File: src/rtl/intc_if.sv
`default_nettype none
// +----------------------------------------------------------------------+
// | intc_if : peripheral-bus and CPU interrupt handshake for intc        |
// | Revision : 1.0                                                       |
// +----------------------------------------------------------------------+
interface intc_if #(
  parameter int NSRC = 8
);
  logic [1:0]      AD;
  logic [7:0]      DI;
  logic [7:0]      DO;
  logic            rw;
  logic            cs;
  logic [NSRC-1:0] src;
  logic            iack;
  logic            irq;
  logic [2:0]      ivec;

  modport master (output AD, DI, rw, cs, src, iack, input DO, irq, ivec);
  modport slave  (input AD, DI, rw, cs, src, iack, output DO, irq, ivec);
endinterface
`default_nettype wire

File: src/rtl/intc.sv
`default_nettype none
// +----------------------------------------------------------------------+
// | intc : eight-input latching/masking/prioritising interrupt controller|
// | Optional nested priority when INTC_NEST_EN is defined.               |
// | Revision : 1.0                                                       |
// +----------------------------------------------------------------------+
module intc #(
  parameter int NSRC = 8
) (
  input  logic  clk,
  input  logic  rst,
  intc_if.slave bus
);
  logic [NSRC-1:0] s1, s2, epend, imr, elr, isr;
  logic            req;
  logic [2:0]      ack_vec;

  logic [NSRC-1:0] ipr, cand, best_oh, e_set, e_clr, elr_n, epend_n, isr_n;
  logic [2:0]      best;
  logic            wr, eoi, ack, elig, irq_n;
  logic [7:0]      rd;

  assign wr  = bus.cs & ~bus.rw;
  assign eoi = wr & (bus.AD == 2'd3);
  assign ack = bus.iack & req;

  always_comb begin
    ipr  = (epend & elr) | (s1 & ~elr);
    cand = ipr & imr;
    best = '0;
    for (int i = NSRC - 1; i >= 0; i--) begin
      if (cand[i]) best = 3'(i);
    end
    for (int i = 0; i < NSRC; i++) begin
      best_oh[i] = (best == 3'(i));
    end
  end

  // Edge sets win over clears; retyping a bit's trigger mode drops its latched edge.
  always_comb begin
    e_set = s1 & ~s2 & elr;
    e_clr = ack ? best_oh : '0;
    if (wr && bus.AD == 2'd0) e_clr = e_clr | bus.DI[NSRC-1:0];
    elr_n   = (wr && bus.AD == 2'd2) ? bus.DI[NSRC-1:0] : elr;
    epend_n = (e_set | (epend & ~e_clr)) & ~(elr ^ elr_n);
    isr_n   = eoi ? (isr & (isr - NSRC'(1))) : isr;
    if (ack) isr_n = isr_n | best_oh;
  end

`ifdef INTC_NEST_EN
  logic [2:0] isr_low;

  always_comb begin
    isr_low = '0;
    for (int i = NSRC - 1; i >= 0; i--) begin
      if (isr[i]) isr_low = 3'(i);
    end
  end

  assign elig = (|cand) && ((isr == '0) || (best < isr_low));
`else
  assign elig = (|cand) && (isr == '0);
`endif

  assign irq_n = elig & ~ack;

  always_ff @(posedge clk) begin
    if (rst) begin
      s1      <= '0;
      s2      <= '0;
      epend   <= '0;
      imr     <= '0;
      elr     <= '0;
      isr     <= '0;
      req     <= 1'b0;
      ack_vec <= '0;
    end else begin
      s1    <= bus.src;
      s2    <= s1;
      epend <= epend_n;
      elr   <= elr_n;
      isr   <= isr_n;
      req   <= irq_n;
      if (wr && bus.AD == 2'd1) imr <= bus.DI[NSRC-1:0];
      if (ack) ack_vec <= best;
    end
  end

  always_comb begin
    rd = '0;
    case (bus.AD)
      2'd0:    rd[NSRC-1:0] = ipr;
      2'd1:    rd[NSRC-1:0] = imr;
      2'd2:    rd[NSRC-1:0] = elr;
      default: rd = {req, |isr, 3'b000, best};
    endcase
  end

  assign bus.DO   = rd;
  assign bus.irq  = req;
  assign bus.ivec = ack_vec;
endmodule
`default_nettype wire
File: src/flat_wrapper.sv
// flat-port wrapper written by rule: the top's interface ports become plain ports
module intc_flat 
#(
  parameter int NSRC = 8
)
  (clk, rst, bus_AD, bus_DI, bus_rw, bus_cs, bus_src, bus_iack, bus_DO, bus_irq, bus_ivec);
  intc_if #(.NSRC(NSRC)) bus_i ();
  input  logic clk;
  input  logic rst;
  input wire logic [$bits(bus_i.AD)-1:0] bus_AD;
  input wire logic [$bits(bus_i.DI)-1:0] bus_DI;
  input wire logic [$bits(bus_i.rw)-1:0] bus_rw;
  input wire logic [$bits(bus_i.cs)-1:0] bus_cs;
  input wire logic [$bits(bus_i.src)-1:0] bus_src;
  input wire logic [$bits(bus_i.iack)-1:0] bus_iack;
  output wire logic [$bits(bus_i.DO)-1:0] bus_DO;
  output wire logic [$bits(bus_i.irq)-1:0] bus_irq;
  output wire logic [$bits(bus_i.ivec)-1:0] bus_ivec;
  assign bus_i.AD = bus_AD;
  assign bus_i.DI = bus_DI;
  assign bus_i.rw = bus_rw;
  assign bus_i.cs = bus_cs;
  assign bus_i.src = bus_src;
  assign bus_i.iack = bus_iack;
  assign bus_DO = bus_i.DO;
  assign bus_irq = bus_i.irq;
  assign bus_ivec = bus_i.ivec;
  intc #(.NSRC(NSRC)) u_core (.clk(clk), .rst(rst), .bus(bus_i));
endmodule
File: config.mk
export PLATFORM = sky130hd
export DESIGN_NAME = intc_flat
export DESIGN_NICKNAME = d
export VERILOG_FILES = /design/src/rtl/intc_if.sv /design/src/rtl/intc.sv /design/src/flat_wrapper.sv
export SDC_FILE = /design/constraint.sdc
export NUM_CORES = 1
export LEC_CHECK = 0
export ABC_CLOCK_PERIOD_IN_PS = 1700
export BUFFER_PORTS_ARGS = -buffer_cell sky130_fd_sc_hd__buf_2
export CAP_MARGIN = 15
export CORE_MARGIN = 5
export CORE_UTILIZATION = 35
export CTS_BUF_LIST = sky130_fd_sc_hd__clkbuf_4
export CTS_CLUSTER_SIZE = 25
export DETAILED_ROUTE_END_ITERATION = 16
export PLACE_DENSITY = 0.67
export SKIP_CTS_REPAIR_TIMING = 1
export SYNTH_ARGS = -nofsm -noshare
export SYNTH_HDL_FRONTEND = slang
export SYNTH_SLANG_ARGS = --single-unit
File: constraint.sdc
create_clock -name clk -period 1.7 [get_ports clk]
set_input_delay 0 -clock clk [delete_from_list [all_inputs] [get_ports clk]]
set_output_delay 0 -clock clk [all_outputs]
set_load 0.02 [all_outputs]
# --- Yosys cells after proc, flatten, opt, wreduce, memory -nomap -nowiden ---
# Cells that the tools add are included.
totals:
  output_inout_bits: 12
  ff_bits: 52
op_classes:
  reduce_logical: 9
  bitwise: 23
  muxes: 14
  add_sub_neg: 1
  n_eq_ne: 10
ops:
  columns: ["operator", "count"]
  rows:
  - ["AND 8 bit", 8]
  - ["two-way mux 8 bit", 5]
  - ["NOT 8 bit", 4]
  - ["OR 8 bit", 4]
  - ["two-way mux 3 bit", 8]
  - ["one-hot mux 8 bit (3 select lines)", 1]
  - ["OR reduction 8 bit", 2]
  - ["equality test 3 bit, second input constant", 4]
  - ["logical NOT 8 bit", 1]
  - ["subtractor 8 x 1 -> 8 bit, second input constant", 1]
  - ["XOR 8 bit", 1]
  - ["equality test 3 x 2 -> 1 bit, second input constant", 2]
  - ["AND 1 bit", 4]
  - ["equality test 2 bit, second input constant", 2]
  - ["logical AND 1 bit", 4]
  - ["equality test 3 x 1 -> 1 bit, second input constant", 1]
  - ["logical NOT 3 bit", 1]
  - ["equality test 2 x 1 -> 1 bit, second input constant", 1]
  - ["logical NOT 2 bit", 1]
  - ["NOT 1 bit", 2]

# --- Longest topological paths before layout ---
depth:
  depth_word: 20
  depth_mapped: 7
  mapped_depth_nobuf: 5

# --- Least setup slack after synthesis ---
# No wires, ideal clock.
synth_path:
  path_type: "register to output"
  start: "register u_core.elr[6]"
  end: "output port bus_DO[2]"
  slack_ps: -73
  path_stages_with_launch: 5
  required_ps: 1700
  t_arrival_ps: 1773
  path_cell_list: "dfxtp_1 mux2_4 a22o_4 o211a_4 mux4_2"
synth_between:
  elab_chain_len: 12
synth_lines:
  columns: ["item", "line", "text"]
  rows:
  - ["start: declaration", "intc.sv:14", "logic [NSRC-1:0] s1, s2, epend, imr, elr, isr;"]
  - ["start signal: assignment", "intc.sv:81", "elr <= elr_n;"]
  - ["NOT 8 bit", "intc.sv:28", "ipr = (epend & elr) | (s1 & ~elr);"]
  - ["AND 8 bit", "intc.sv:28", null]
  - ["OR 8 bit (*)", "intc.sv:28", null]
  - ["AND 8 bit (*)", "intc.sv:29", "cand = ipr & imr;"]
  - ["two-way mux 3 bit (*) (7 in a row)", "intc.sv:32", "if (cand[i]) best = 3'(i);"]
  - ["one-hot mux 8 bit (3 select lines) (*)", "intc.sv:91", "case (bus.AD)"]
  - ["end: declaration", "flat_wrapper.sv:16", "output wire logic [$bits(bus_i.DO)-1:0] bus_DO;"]
# Mark *: on every way between the ends. The rest lies on a longest branch, timed or not.

# --- Worst setup path in the final report ---
layout_path:
  start: "register u_core.elr[5]"
  end: "output port bus_DO[2]"
layout_between:
  elab_chain_len: 11
layout_lines:
  columns: ["item", "line"]
  rows:
  - ["NOT 8 bit", "intc.sv:28"]
  - ["AND 8 bit", "intc.sv:28"]
  - ["OR 8 bit (*)", "intc.sv:28"]
  - ["AND 8 bit (*)", "intc.sv:29"]
  - ["two-way mux 3 bit (*) (6 in a row)", "intc.sv:32"]
  - ["one-hot mux 8 bit (3 select lines) (*)", "intc.sv:91"]
# Marked as above.

==> run_results.csv <==
group,metric,value,unit
route,drt_pass1_iterations,4,
clock_tree,clockRootBuffer,"sky130_fd_sc_hd__clkbuf_4",
finish,final_util,51.2,%
clock_tree,cts_inserted_buffers,5,
route,post-route-drc-count,0,
global_routing,initial_antenna_violation_count,0,
finish,fin_nets,412,
power,peakVddDrop,0.451,mV
synthesis,synthCells,292,
route,vias_per_cell,5.21,
power,power_density,636,nW/um^2
critical_path,worstPathArrival,2.20,ns
floorplanning,core_region_area,7210,um^2
timing,final-setup-viol-count,18,
place,globalplace.congestion,0.838,
clock_tree,clock_tree.buffer_depth,2,
timing,final.setup_skew,0.0186,ns
place,preCtsSetupSlack,-0.153,ns
critical_path,setup.worst_path.start_class,"flip-flop",
global_routing,grt_ovf,0,
route,remaining_antenna_violation_count,0,
clock_tree,ctsHtreeMaxLevel,2,
clock_tree,numClockSinks,52,
timing,fmax,455,MHz
synthesis,yosysTopAreaCellShare,40.3,%
timing,setup_repair_after_global_routing_missed_its_margin,"true",
power,power.total,2350,uW
route,vias,2550,
finish,post_route_cells_drive_above_1_share,36.2,%
place,hpwlAfterDp,4960,um
route,starting_drt_drc_count,124,
place,place_area,3170,um^2
timing,postLayoutSetupSlackWorst,-0.495,ns
synthesis,synth_edf_count,0,
global_routing,grt_first_pass_wirelength,10600,um
synthesis,synthesis.area_per_instance,8.85,um^2
synthesis,post-synth-top-count-cell,"sky130_fd_sc_hd__dfxtp_1",
critical_path,worstRegToRegCells,8,
synthesis,share_of_flip_flops_with_an_asynchronous_set_or_reset,0,%
synthesis,ys_seq_elements,52,
critical_path,cp.required,1.70,ns
clock_tree,worstSkewPairLatency,0.40,ns
floorplanning,die-height,95.9,um
synthesis,synth_cell_type_count,51,
finish,area_overhead_vs_synth,42.9,%
timing,slew_headroom,64.3,%
critical_path,crit_path_cell_trace,"mux2_4 > a22o_4 > o211a_4 > mux4_2 > buf_6",
synthesis,yosys-top-cells-area,"sky130_fd_sc_hd__dfxtp_1, sky130_fd_sc_hd__nand2_1, sky130_fd_sc_hd__a21oi_1, sky130_fd_sc_hd__nor2b_1, sky130_fd_sc_hd__mux4_2",
critical_path,worstReg2RegStart,"u_core.elr[5]",
clock_tree,clk_transition_reported_paths,0.17,ns
critical_path,cpMaxStageDelayCell,"sky130_fd_sc_hd__mux4_2",
synthesis,netlist.top_cell.by_area,"sky130_fd_sc_hd__dfxtp_1",
timing,worstMarginPinSlew,0.534,ns
status,violations,"setup timing",
route,totalWireLength,7350,um
status,status,"finished with violations",
power,power.leakage,0.00147,uW
critical_path,timing_worst_setup_path_type,"reg -> out",
synthesis,synth-warning-count,0,
critical_path,worstReg2RegEnd,"u_core.epend[2]",
finish,postLayoutCellArea,3690,um^2
floorplanning,rows,31,
critical_path,biggest_fanout_along_the_worst_timing_path,3,
synthesis,synth.net_count,315,
clock_tree,clock_tree_from_tritoncts,"yes",
critical_path,r2r_setup_slack,-0.32,ns
synthesis,synth.top_cells.by_count,"sky130_fd_sc_hd__dfxtp_1, sky130_fd_sc_hd__nand2_1, sky130_fd_sc_hd__a21oi_1, sky130_fd_sc_hd__nor2b_1, sky130_fd_sc_hd__nor2_1",
route,routed_wire_length_per_instance,15.0,um
timing,post-route-min-period,2.20,ns
timing,fin_crit_sh,129,%
synthesis,seq_area_frac_synth,40.3,%
synthesis,synth-main-ff-cell,"sky130_fd_sc_hd__dfxtp_1",
timing,maxSlewViolCount,0,
critical_path,critical-path-max-stage-delay,0.48,ns
critical_path,endpoint,"bus_DO[2]",
timing,hold_violations_final,0,
hold_path,worst_hold_path_type,"in -> reg",
global_routing,grt_start_max_net_pins,27,
critical_path,critical_path.startpoint,"u_core.elr[5]",
floorplanning,fp.dieArea,9200,um^2
synthesis,synthesis.area,2580,um^2
job,maxCapViolations,0,
global_routing,grt_pass1_vias,2253,
place,place.port_buffers,34,
floorplanning,io-pin-count,35,
floorplanning,initial_utilization,35.8,%
floorplanning,die_width,95.9,um
critical_path,endpoint_kind,"output port",
finish,antenna_cells,0,
global_routing,grt_usage,14.8,%
==> kinds of logic (layout without fill, tap and decap cells) <==
logic type                after synthesis  count (layout)  share of synthesized area, %
muxes                                  19              19                          10.4
AOI/OAI and AO/OA                      76              76                          20.4
xor gates and xnor gates                8               8                          2.71
and+or+nand+nor                       119             119                          23.0
buffers and inverters                  18             116                          3.19
DFF                                    52              52                          40.3
==> worst max-delay path: cells and delay by family (launching register included) <==
kind	cells	cell delay (ns)
mux	2	0.80
flops	1	0.37
buf+inv	1	0.15
compound gates	2	0.47
==> per-stage QoR <==
stage | hold slack (ns) | TNS [ns] | cells
floorplan | 0.0832 | -0.0456 | 292
global placement | 0.209 | -0.448 | 455
detailed placement | 0.216 | -0.726 | 455
CTS | -0.205 | -2.57 | 463
global route | 0.0396 | -4.76 | 489
finish | 0.0167 | -3.71 | 489
==> power breakdown <==
| part | internal (uW) | total (uW) | switching (uW) | leakage (uW) |
|---|---|---|---|---|
| Combinational | 170 | 335 | 165 | 0.000996 |
| Sequential | 1250 | 1270 | 20.5 | 0.000428 |
| Clock | 315 | 746 | 431 | 0.0000418 |
==> layout by cell type (no fill, tap or decap), drive strengths merged, types with 7 or more instances in the layout <==
master       netlist  routed
buf                5      87
o21ai             10      10
mux2i              7       7
dfxtp             52      52
nor2              19      19
mux2               8       8
dlygate4sd3        0      16
nor2b             20      20
a21oi             31      31
nand4              7       7
nand2             44      44
==> routing by layer <==
layer	vias up	share of wire, %	GRT usage [%]
met1	1220	41	18.6
met5	-	0	0
met2	65	51	24.8
met4	0	3.0	5.92
li1	1247	-	-
met3	18	4.9	2.97
==> state kept, by name (all words and copies together) (netlist names) <==
name / cells
u_core.elr: 8
u_core.epend: 8
u_core.imr: 8
u_core.isr: 8
u_core.s1: 8
u_core.s2: 8
u_core.bus.ivec: 3
u_core.bus.irq: 1
==> worst min path at each step <==
stage          startpoint  depth (start not counted)  slack [ns]            end
4_1_cts        bus_src[0]                          2       -0.21   u_core.s1[0]
2_1_floorplan         rst                          1        0.08   u_core.s2[4]
3_3_place_gp   bus_src[4]                          2        0.21   u_core.s1[4]
3_5_place_dp   bus_src[6]                          2        0.22   u_core.s1[6]
5_1_grt               rst                          2        0.04  u_core.imr[5]
6_report              rst                          2        0.02  u_core.imr[5]
==> final cells by class <==
cell class                      instances  area, um^2
Inverter                                5        18.8
Multi-Input combinational cell        222        1630
Sequential cell                        52        1060
Timing Repair Buffer                  103         786
Clock buffer                            5        37.5
Tap cell                               99         124
Fill cell                             677        3520
Clock inverter                          3        46.3
(Power assumes the default switching activity.)
